### config.mk
export PLATFORM = sky130hd
export DESIGN_NAME = program_loader
export DESIGN_NICKNAME = d
export VERILOG_FILES = /design/src/rtl/program_loader_pkg.sv /design/src/rtl/program_loader.sv
export SDC_FILE = /design/constraint.sdc
export NUM_CORES = 1
export LEC_CHECK = 0
export ABC_AREA = 1
export CAP_MARGIN = 10
export CORE_UTILIZATION = 45
export CTS_BUF_LIST = sky130_fd_sc_hd__clkbuf_4 sky130_fd_sc_hd__clkbuf_8
export CTS_CLUSTER_DIAMETER = 60
export DETAILED_ROUTE_END_ITERATION = 16
export PLACE_DENSITY = 0.72
export RECOVER_POWER = 100
export SYNTH_ARGS = -nofsm -noshare
export SYNTH_HDL_FRONTEND = slang
export SYNTH_SLANG_ARGS = --single-unit
### constraint.sdc
create_clock -name clock -period 2.05 [get_ports clock]
set_input_delay 0.205 -clock clock [delete_from_list [all_inputs] [get_ports clock]]
set_output_delay 0.205 -clock clock [all_outputs]
set_load 0.01 [all_outputs]
### src/rtl/program_loader_pkg.sv
// Shared architecture definitions for the boot path: instruction encodings
// used by the loader and its bench, plus the loader state encoding.
package program_loader_pkg;

  localparam int INST_WIDTH_DEF = 16;

  // Instruction format: [15:12] opcode, [11:8] destination register, [7:0] immediate.
  localparam logic [3:0]  OP_NOP    = 4'h0;
  localparam logic [3:0]  OP_LOADC  = 4'h1;
  localparam logic [3:0]  OP_HALT   = 4'hF;
  localparam logic [15:0] NOP_INST  = {OP_NOP, 12'h000};
  localparam logic [15:0] HALT_INST = {OP_HALT, 12'h000};

  typedef enum logic [2:0] {
    ST_IDLE  = 3'd0,
    ST_CLEAR = 3'd1,
    ST_LOAD  = 3'd2,
    ST_HOLD  = 3'd3,
    ST_RUN   = 3'd4
  } loader_state_t;

  function automatic logic [15:0] enc_loadc(input logic [3:0] rd, input logic [7:0] imm);
    return {OP_LOADC, rd, imm};
  endfunction

endpackage

### src/rtl/program_loader.sv
// Boot stage: fills program memory with HALT, streams a program in from
// address 0, then releases the core from reset after a short hold.
module program_loader
  import program_loader_pkg::*;
#(
  parameter int INST_WIDTH      = INST_WIDTH_DEF,
  parameter int PROG_ADDR_WIDTH = 10,
  parameter int RESET_HOLD      = 4,
  parameter logic [INST_WIDTH-1:0] HALT_WORD = INST_WIDTH'(HALT_INST)
) (
  input  logic                       clock,
  input  logic                       reset,
  input  logic                       start,
  input  logic [INST_WIDTH-1:0]      in_data,
  input  logic                       in_valid,
  input  logic                       in_last,
  output logic                       in_ready,
  output logic                       mem_write_enable,
  output logic [PROG_ADDR_WIDTH-1:0] mem_address,
  output logic [INST_WIDTH-1:0]      mem_write_data,
  output logic                       core_reset,
  output logic                       busy,
  output logic                       done,
  output logic                       overflow,
  output logic [PROG_ADDR_WIDTH:0]   word_count,
  output logic [2:0]                 state
);

  localparam int DEPTH = 1 << PROG_ADDR_WIDTH;
  localparam int CW    = PROG_ADDR_WIDTH + 1;

  // Stream handshake: a word transfers on a rising edge where in_valid and
  // in_ready are both 1; in_ready is registered and is high exactly in LOAD.

  loader_state_t st, st_nxt;

  // One counter serves as the CLEAR address, the LOAD address and the HOLD timer.
  logic [CW-1:0]              cnt, cnt_nxt;
  logic [CW-1:0]              wc_nxt;
  logic                       ovf_nxt;
  logic                       we_nxt;
  logic [PROG_ADDR_WIDTH-1:0] addr_nxt;
  logic [INST_WIDTH-1:0]      data_nxt;

  logic accept, clear_last, hold_last, full;

  assign accept     = in_valid & in_ready;
  assign clear_last = (cnt == CW'(DEPTH - 1));
  assign hold_last  = (cnt == CW'(RESET_HOLD - 1));
  assign full       = (cnt == CW'(DEPTH));
  assign state      = st;

  always_ff @(posedge clock or negedge reset) begin
    if (!reset) begin
      st               <= ST_IDLE;
      cnt              <= '0;
      word_count       <= '0;
      overflow         <= 1'b0;
      mem_write_enable <= 1'b0;
      mem_address      <= '0;
      mem_write_data   <= '0;
      in_ready         <= 1'b0;
      busy             <= 1'b0;
      done             <= 1'b0;
      core_reset       <= 1'b0;
    end else begin
      st               <= st_nxt;
      cnt              <= cnt_nxt;
      word_count       <= wc_nxt;
      overflow         <= ovf_nxt;
      mem_write_enable <= we_nxt;
      mem_address      <= addr_nxt;
      mem_write_data   <= data_nxt;
      in_ready         <= (st_nxt == ST_LOAD);
      busy             <= (st_nxt == ST_CLEAR) || (st_nxt == ST_LOAD) || (st_nxt == ST_HOLD);
      done             <= (st_nxt == ST_RUN);
      core_reset       <= (st_nxt == ST_RUN);
    end
  end

  always_comb begin
    st_nxt = st;
    case (st)
      ST_IDLE:  if (start)             st_nxt = ST_CLEAR;
      ST_CLEAR: if (clear_last)        st_nxt = ST_LOAD;
      ST_LOAD:  if (accept && in_last) st_nxt = ST_HOLD;
      ST_HOLD:  if (hold_last)         st_nxt = ST_RUN;
      ST_RUN:   if (start)             st_nxt = ST_CLEAR;
      default:                         st_nxt = ST_IDLE;
    endcase
  end

  always_comb begin
    cnt_nxt  = cnt;
    wc_nxt   = word_count;
    ovf_nxt  = overflow;
    we_nxt   = 1'b0;
    addr_nxt = mem_address;
    data_nxt = mem_write_data;
    case (st)
      ST_IDLE, ST_RUN: begin
        if (start) begin
          cnt_nxt = '0;
          wc_nxt  = '0;
          ovf_nxt = 1'b0;
        end
      end
      ST_CLEAR: begin
        we_nxt   = 1'b1;
        addr_nxt = cnt[PROG_ADDR_WIDTH-1:0];
        data_nxt = HALT_WORD;
        cnt_nxt  = clear_last ? '0 : cnt + CW'(1);
      end
      ST_LOAD: begin
        if (accept) begin
          if (!full) begin
            we_nxt   = 1'b1;
            addr_nxt = cnt[PROG_ADDR_WIDTH-1:0];
            data_nxt = in_data;
            cnt_nxt  = cnt + CW'(1);
            wc_nxt   = cnt + CW'(1);
          end else begin
            ovf_nxt = 1'b1;
          end
          // The counter becomes the hold timer once the last word is seen.
          if (in_last) cnt_nxt = '0;
        end
      end
      ST_HOLD: cnt_nxt = cnt + CW'(1);
      default: ;
    endcase
  end

endmodule

# == After elaboration in Yosys (flattened, before gate mapping) ==
# Cells that the tools add are included.
# totals
ff_bits,56
input_bits,21
word_cells,66
# classes
bitwise,1
reduce_logical,12
n_eq_ne,16
muxes,26
add_sub_neg,1
# ops
operator,n
two-way mux 11 bit,6
one-hot mux 11 bit (4 select lines),1
two-way mux 16 bit,2
one-hot mux 16 bit (2 select lines),1
one-hot mux 11 bit (2 select lines),1
two-way mux 10 bit,2
one-hot mux 10 bit (2 select lines),1
== test 3 x 2 -> 1 bit (second input constant),4
two-way mux 3 bit,4
one-hot mux 3 bit (4 select lines),1
AND reduction 4 bit,3
adder 11 x 1 -> 11 bit (second input constant),1
== test 11 x 10 -> 1 bit (second input constant),1
== test 11 bit (second input constant),1
== test 11 x 2 -> 1 bit (second input constant),1
== test 3 x 1 -> 1 bit (second input constant),2
== test 3 bit (second input constant),2
inequality test 2 bit (second input constant),3
two-way mux 1 bit,5
one-hot mux 1 bit (2 select lines),2
nonzero test 2 bit,2
nonzero test 4 bit,1
zero test 3 bit,1
inequality test 3 bit (second input constant),1
6 further kinds,7

# == Longest topological paths before layout ==
# logic_depth
word_depth,7
depth_mapped,12
ltp_nobuf,11

# == Worst setup path before layout ==
# Ideal clock, no wire load.
# synth_timing
kind,register to register
from,register cnt[0]
to,register mem_address[0]
arrival_ns,1.409
setup_ns,0.117
setup_slack_ns,0.524
path_stages_with_launch,13
period_less_slack_ns,1.526
n_path_buf,1
cell_sequence,dfrtp_1 inv_1 ha_1 nand2_1 inv_1 nand3_1 nor2_4 nor2_4 nand2_4 nand2_4 buf_8 nand2_1 nand2_1
# synth_between
elab_chain_len,3
elab_cells_between_ends,6
cone_classes,eq/ne (2); mux (3); reduce/logical (1)
# synth_lines
element,line,rtl
start: declaration,program_loader.sv:38,"logic [CW-1:0] cnt, cnt_nxt;"
start signal: assignment,program_loader.sv:68,cnt <= cnt_nxt;
== test 11 bit or two-way mux 10 bit (tied branches),"program_loader.sv:50, program_loader.sv:116",
inequality test 2 bit (no source line) or two-way mux 10 bit (tied branches),n/a,
AND reduction 3 bit (no source line) or one-hot mux 10 bit (2 select lines) (tied branches),n/a,
end signal: assignment,program_loader.sv:72,mem_address <= addr_nxt;
end: declaration,program_loader.sv:19,"output logic [PROG_ADDR_WIDTH-1:0] mem_address,"
# Parallel ways exist; a longest one is shown, timed or not. The select of a mux whose other input is x is not followed.
# A chain may end at the register's enable or synchronous reset.

# == Worst setup path after layout ==
# layout_timing
from,register cnt[1]
to,register cnt[1]
# layout_between
elab_chain_len,5
elab_cells_between_ends,10
cone_classes,add/sub (1); eq/ne (3); mux (5); reduce/logical (1)
# layout_lines
element,line,rtl
adder 11 x 1 -> 11 bit,"program_loader.sv:112, program_loader.sv:120, program_loader.sv:129",
two-way mux 11 bit,program_loader.sv:116,if (!full) begin
two-way mux 11 bit,program_loader.sv:126,if (in_last) cnt_nxt = '0;
two-way mux 11 bit,program_loader.sv:115,if (accept) begin
one-hot mux 11 bit (4 select lines),program_loader.sv:100,case (st)
# Parallel ways exist; a longest one is shown, timed or not. The select of a mux whose other input is x is not followed.

==> impl_metrics.ini <==
[yosys]
synth_compound_area_frac = 0.0218
synth_edf_count = 0
synth.avg_cell_area_um2 = 8.74
synth.area.mux_share = 0
syn_area_mm2 = 0.00269
synth_fa_ha_area_frac = 0.00929
synth_seq_area_share = 0.520
yosys.area_share.simple = 0.365
synth-xor-area-share = 0.0195
synth_top_family_by_area = simple AND/OR/NAND/NOR gates
synth-seq-cells = 56
synthArstFlopShare = 1.00
syn-num-nets = 331
synth_ff_type = dfrtp_1
synth_warnings = 0
syn_inst = 308
netlist-cell-type-count = 27

[power_and_ir_drop]
p_leak_nw = 1.86
irDropWorstVdd_mv = 0.351
power.total_mw = 2.42
powerDensity_mw_per_mm2 = 686

[global_routing]
grt_use_total = 0.208
gr-total-overflow = 0
busiest_layer = met2
grt_pass1_wl_um = 10200
met1_usage = 0.275
grt_max_degree = 35
antenna_found_initial = 0
grt_use_met3 = 0.0345
grt_pass1_vias = 2249
met2_usage = 0.344

[placement]
io_buffers = 66
routabilityCongestion = 0.868
placed_cells = 441
dp_hpwl_um = 4240

[min_path]
holdPathStages = 3
worstHoldStart = in_data[4]
whs_endpoint = mem_write_data[4]$_DFFE_PN0P_
hold_path_class = primary input to flop

[clock_network]
cts_tree = done
clock_path_buffers = 2
insertion_delay_ns = 0.31
cts_root_buffer = clkbuf_8
numCtsBuffers = 5
postCtsSetupBuffers = 0
path_clk_slew_ns = 0.09
cts_sinks = 56
htreeDepth = 2

[layout]
drive_above_1_share = 0.117
diodes = 0
final_cell_mix = nand2_1 (106), dfrtp_1 (56), nand3_1 (48)
finalNetCount = 400
area_delta_synth_final_pct = 30.8
final_common_cell = nand2_1
final_cells = 448

[worst_setup_path]
cp-end-kind = flop
rrSetupSlack_ns = 0.17
path_class = flop to flop
r2r_cells = 11
cp_common_cell = nand2_1
crit_arrival_ns = 2.08
slowest_delay_ns = 0.36
critPathBufInv = 3
r2r_end = cnt[1]$_DFFE_PN0P_
rr_startpoint = cnt[1]$_DFFE_PN0P_
path_cells = buf_4 -> ha_1 -> nand2_1 -> inv_1 -> nand2_1 -> inv_2 -> nand3_2 -> nand2_1 -> nand2_1 -> nand3_1 -> nand2_1
worst_path_max_delay_cell = dfrtp_1
cpLargestDelayFamily = simple AND/OR/NAND/NOR gates
crit_start = cnt[1]$_DFFE_PN0P_
critPathRequiredTime_ns = 2.24
crit_path_start_kind = flop
critPathMaxFanout = 11

[floorplanning]
start_util = 0.477
core_mm2 = 0.00564
die_h_um = 79.4
pin_count = 67
rows = 27
die_w_um = 79.4
dieArea_mm2 = 0.00630

[sta]
max-slew-margin-rel = 0.144
rsz0062_at_grt = false
maxSlewViolCount = 0
post-route-period-util = 0.919
min_period_ns = 1.88
setup_viol = 0
finClkSkew_ns = 0.00940
worstMarginPinSlew_ns = 1.28
tns_ns = 0
hold_viol_final = 0
fmax_ghz = 0.531

[routing]
drt_first_iter_violations = 89
wl_per_cell_um = 13.3
via_per_inst = 5.02
first_pass_iters = 4
antenna_left = 0
vias = 2250
drcViolationCount = 0
routed_wl_um = 5960

[run]
drv_cap = 0

[outcome]
outcome = finished clean
## where the power goes
group	switching, mW	leakage (nW)	internal (mW)
Clock	0.334	0.0501	0.351
Sequential	0.0616	0.741	1.18
Combinational	0.282	1.07	0.205
Total	0.678	1.86	1.74
## registers in the layout, summed over array words and instances (netlist names)
name              cells
mem_write_enable      1
busy                  1
overflow              1
mem_address          10
mem_write_data       16
done                  1
cnt                  11
word_count           11
state                 3
in_ready              1
## worst register-to-register path: stages (launching register included)
cell	delay (ns)
dfrtp_1	0.36
buf_4	0.13
ha_1	0.19
nand2_1	0.08
inv_1	0.08
nand2_1	0.12
inv_2	0.08
nand3_2	0.08
nand2_1	0.13
nand2_1	0.27
nand3_1	0.18
nand2_1	0.06
## logic make-up after synthesis
group                      after synthesis
AOI/OAI and AO/OA                       10
DFF                                     56
adders and majority gates                2
buffers and inverters                   33
and+or+nand+nor                        201
xor gates and xnor gates                 6
## area by class of cell
type | instances | area, um^2
tap | 72 | 90.1
timing repair buffer | 75 | 737
fill | 481 | 2120
inverter | 20 | 75.1
clock buffer | 5 | 68.8
sequential | 56 | 1400
multi-input combinational | 219 | 1120
clock inverter | 1 | 30.0
## per-layer routing
metal,up-vias,part of all wire
met5,-,0
met4,0,0.013
met3,6,0.043
met2,54,0.46
met1,1067,0.48
li1,1123,-
## through the flow
step	util	setup slack [ns]	instance area (um^2)	hold slack, ns
floorplan	-	0.524	2690	-0.0906
global placement	0.605	0.214	3410	0.211
detailed placement	0.605	0.110	3410	0.216
CTS	0.624	0.0828	3520	0.408
global route	0.624	0.0163	3520	0.459
finish	0.624	0.167	3520	0.452
## what timing repair did
action,in CTS,in global routing
endpoints found under the hold margin,22,0
gates resized for setup,0,1
hold buffers,1,0
endpoints found under the setup margin,0,11
## cells in the mapped netlist (2+ instances only)
| cell type | count | area share |
|---|---|---|
| buf_2 | 3 | 0.0056 |
| buf_4 | 5 | 0.014 |
| buf_6 | 2 | 0.0084 |
| clkbuf_1 | 2 | 0.0028 |
| dfrtp_1 | 56 | 0.52 |
| ha_1 | 2 | 0.0093 |
| inv_1 | 15 | 0.021 |
| inv_2 | 5 | 0.0070 |
| nand2_1 | 104 | 0.14 |
| nand2_2 | 3 | 0.0070 |
| nand2_4 | 3 | 0.013 |
| nand3_1 | 48 | 0.089 |
| nand3_2 | 11 | 0.041 |
| nand4_1 | 2 | 0.0046 |
| nor2_1 | 18 | 0.025 |
| nor2_2 | 2 | 0.0046 |
| nor2_4 | 4 | 0.017 |
| nor3_2 | 4 | 0.015 |
| o21ai_0 | 6 | 0.011 |
| o32ai_1 | 2 | 0.0065 |
| xnor2_1 | 2 | 0.0065 |
| xor2_1 | 4 | 0.013 |
## how the worst max path moves through the flow
stage                     depth (start not counted)                    endpoint
after floorplan                                  12  mem_address[0]$_DFFE_PN0P_
after global placement                           11   word_count[4]$_DFFE_PN0P_
after detailed placement                         11   word_count[1]$_DFFE_PN0P_
after CTS                                        11   word_count[1]$_DFFE_PN0P_
after global routing                             11          cnt[2]$_DFFE_PN0P_
final                                            11          cnt[1]$_DFFE_PN0P_
Note: power is estimated with default switching activity, not from simulation.
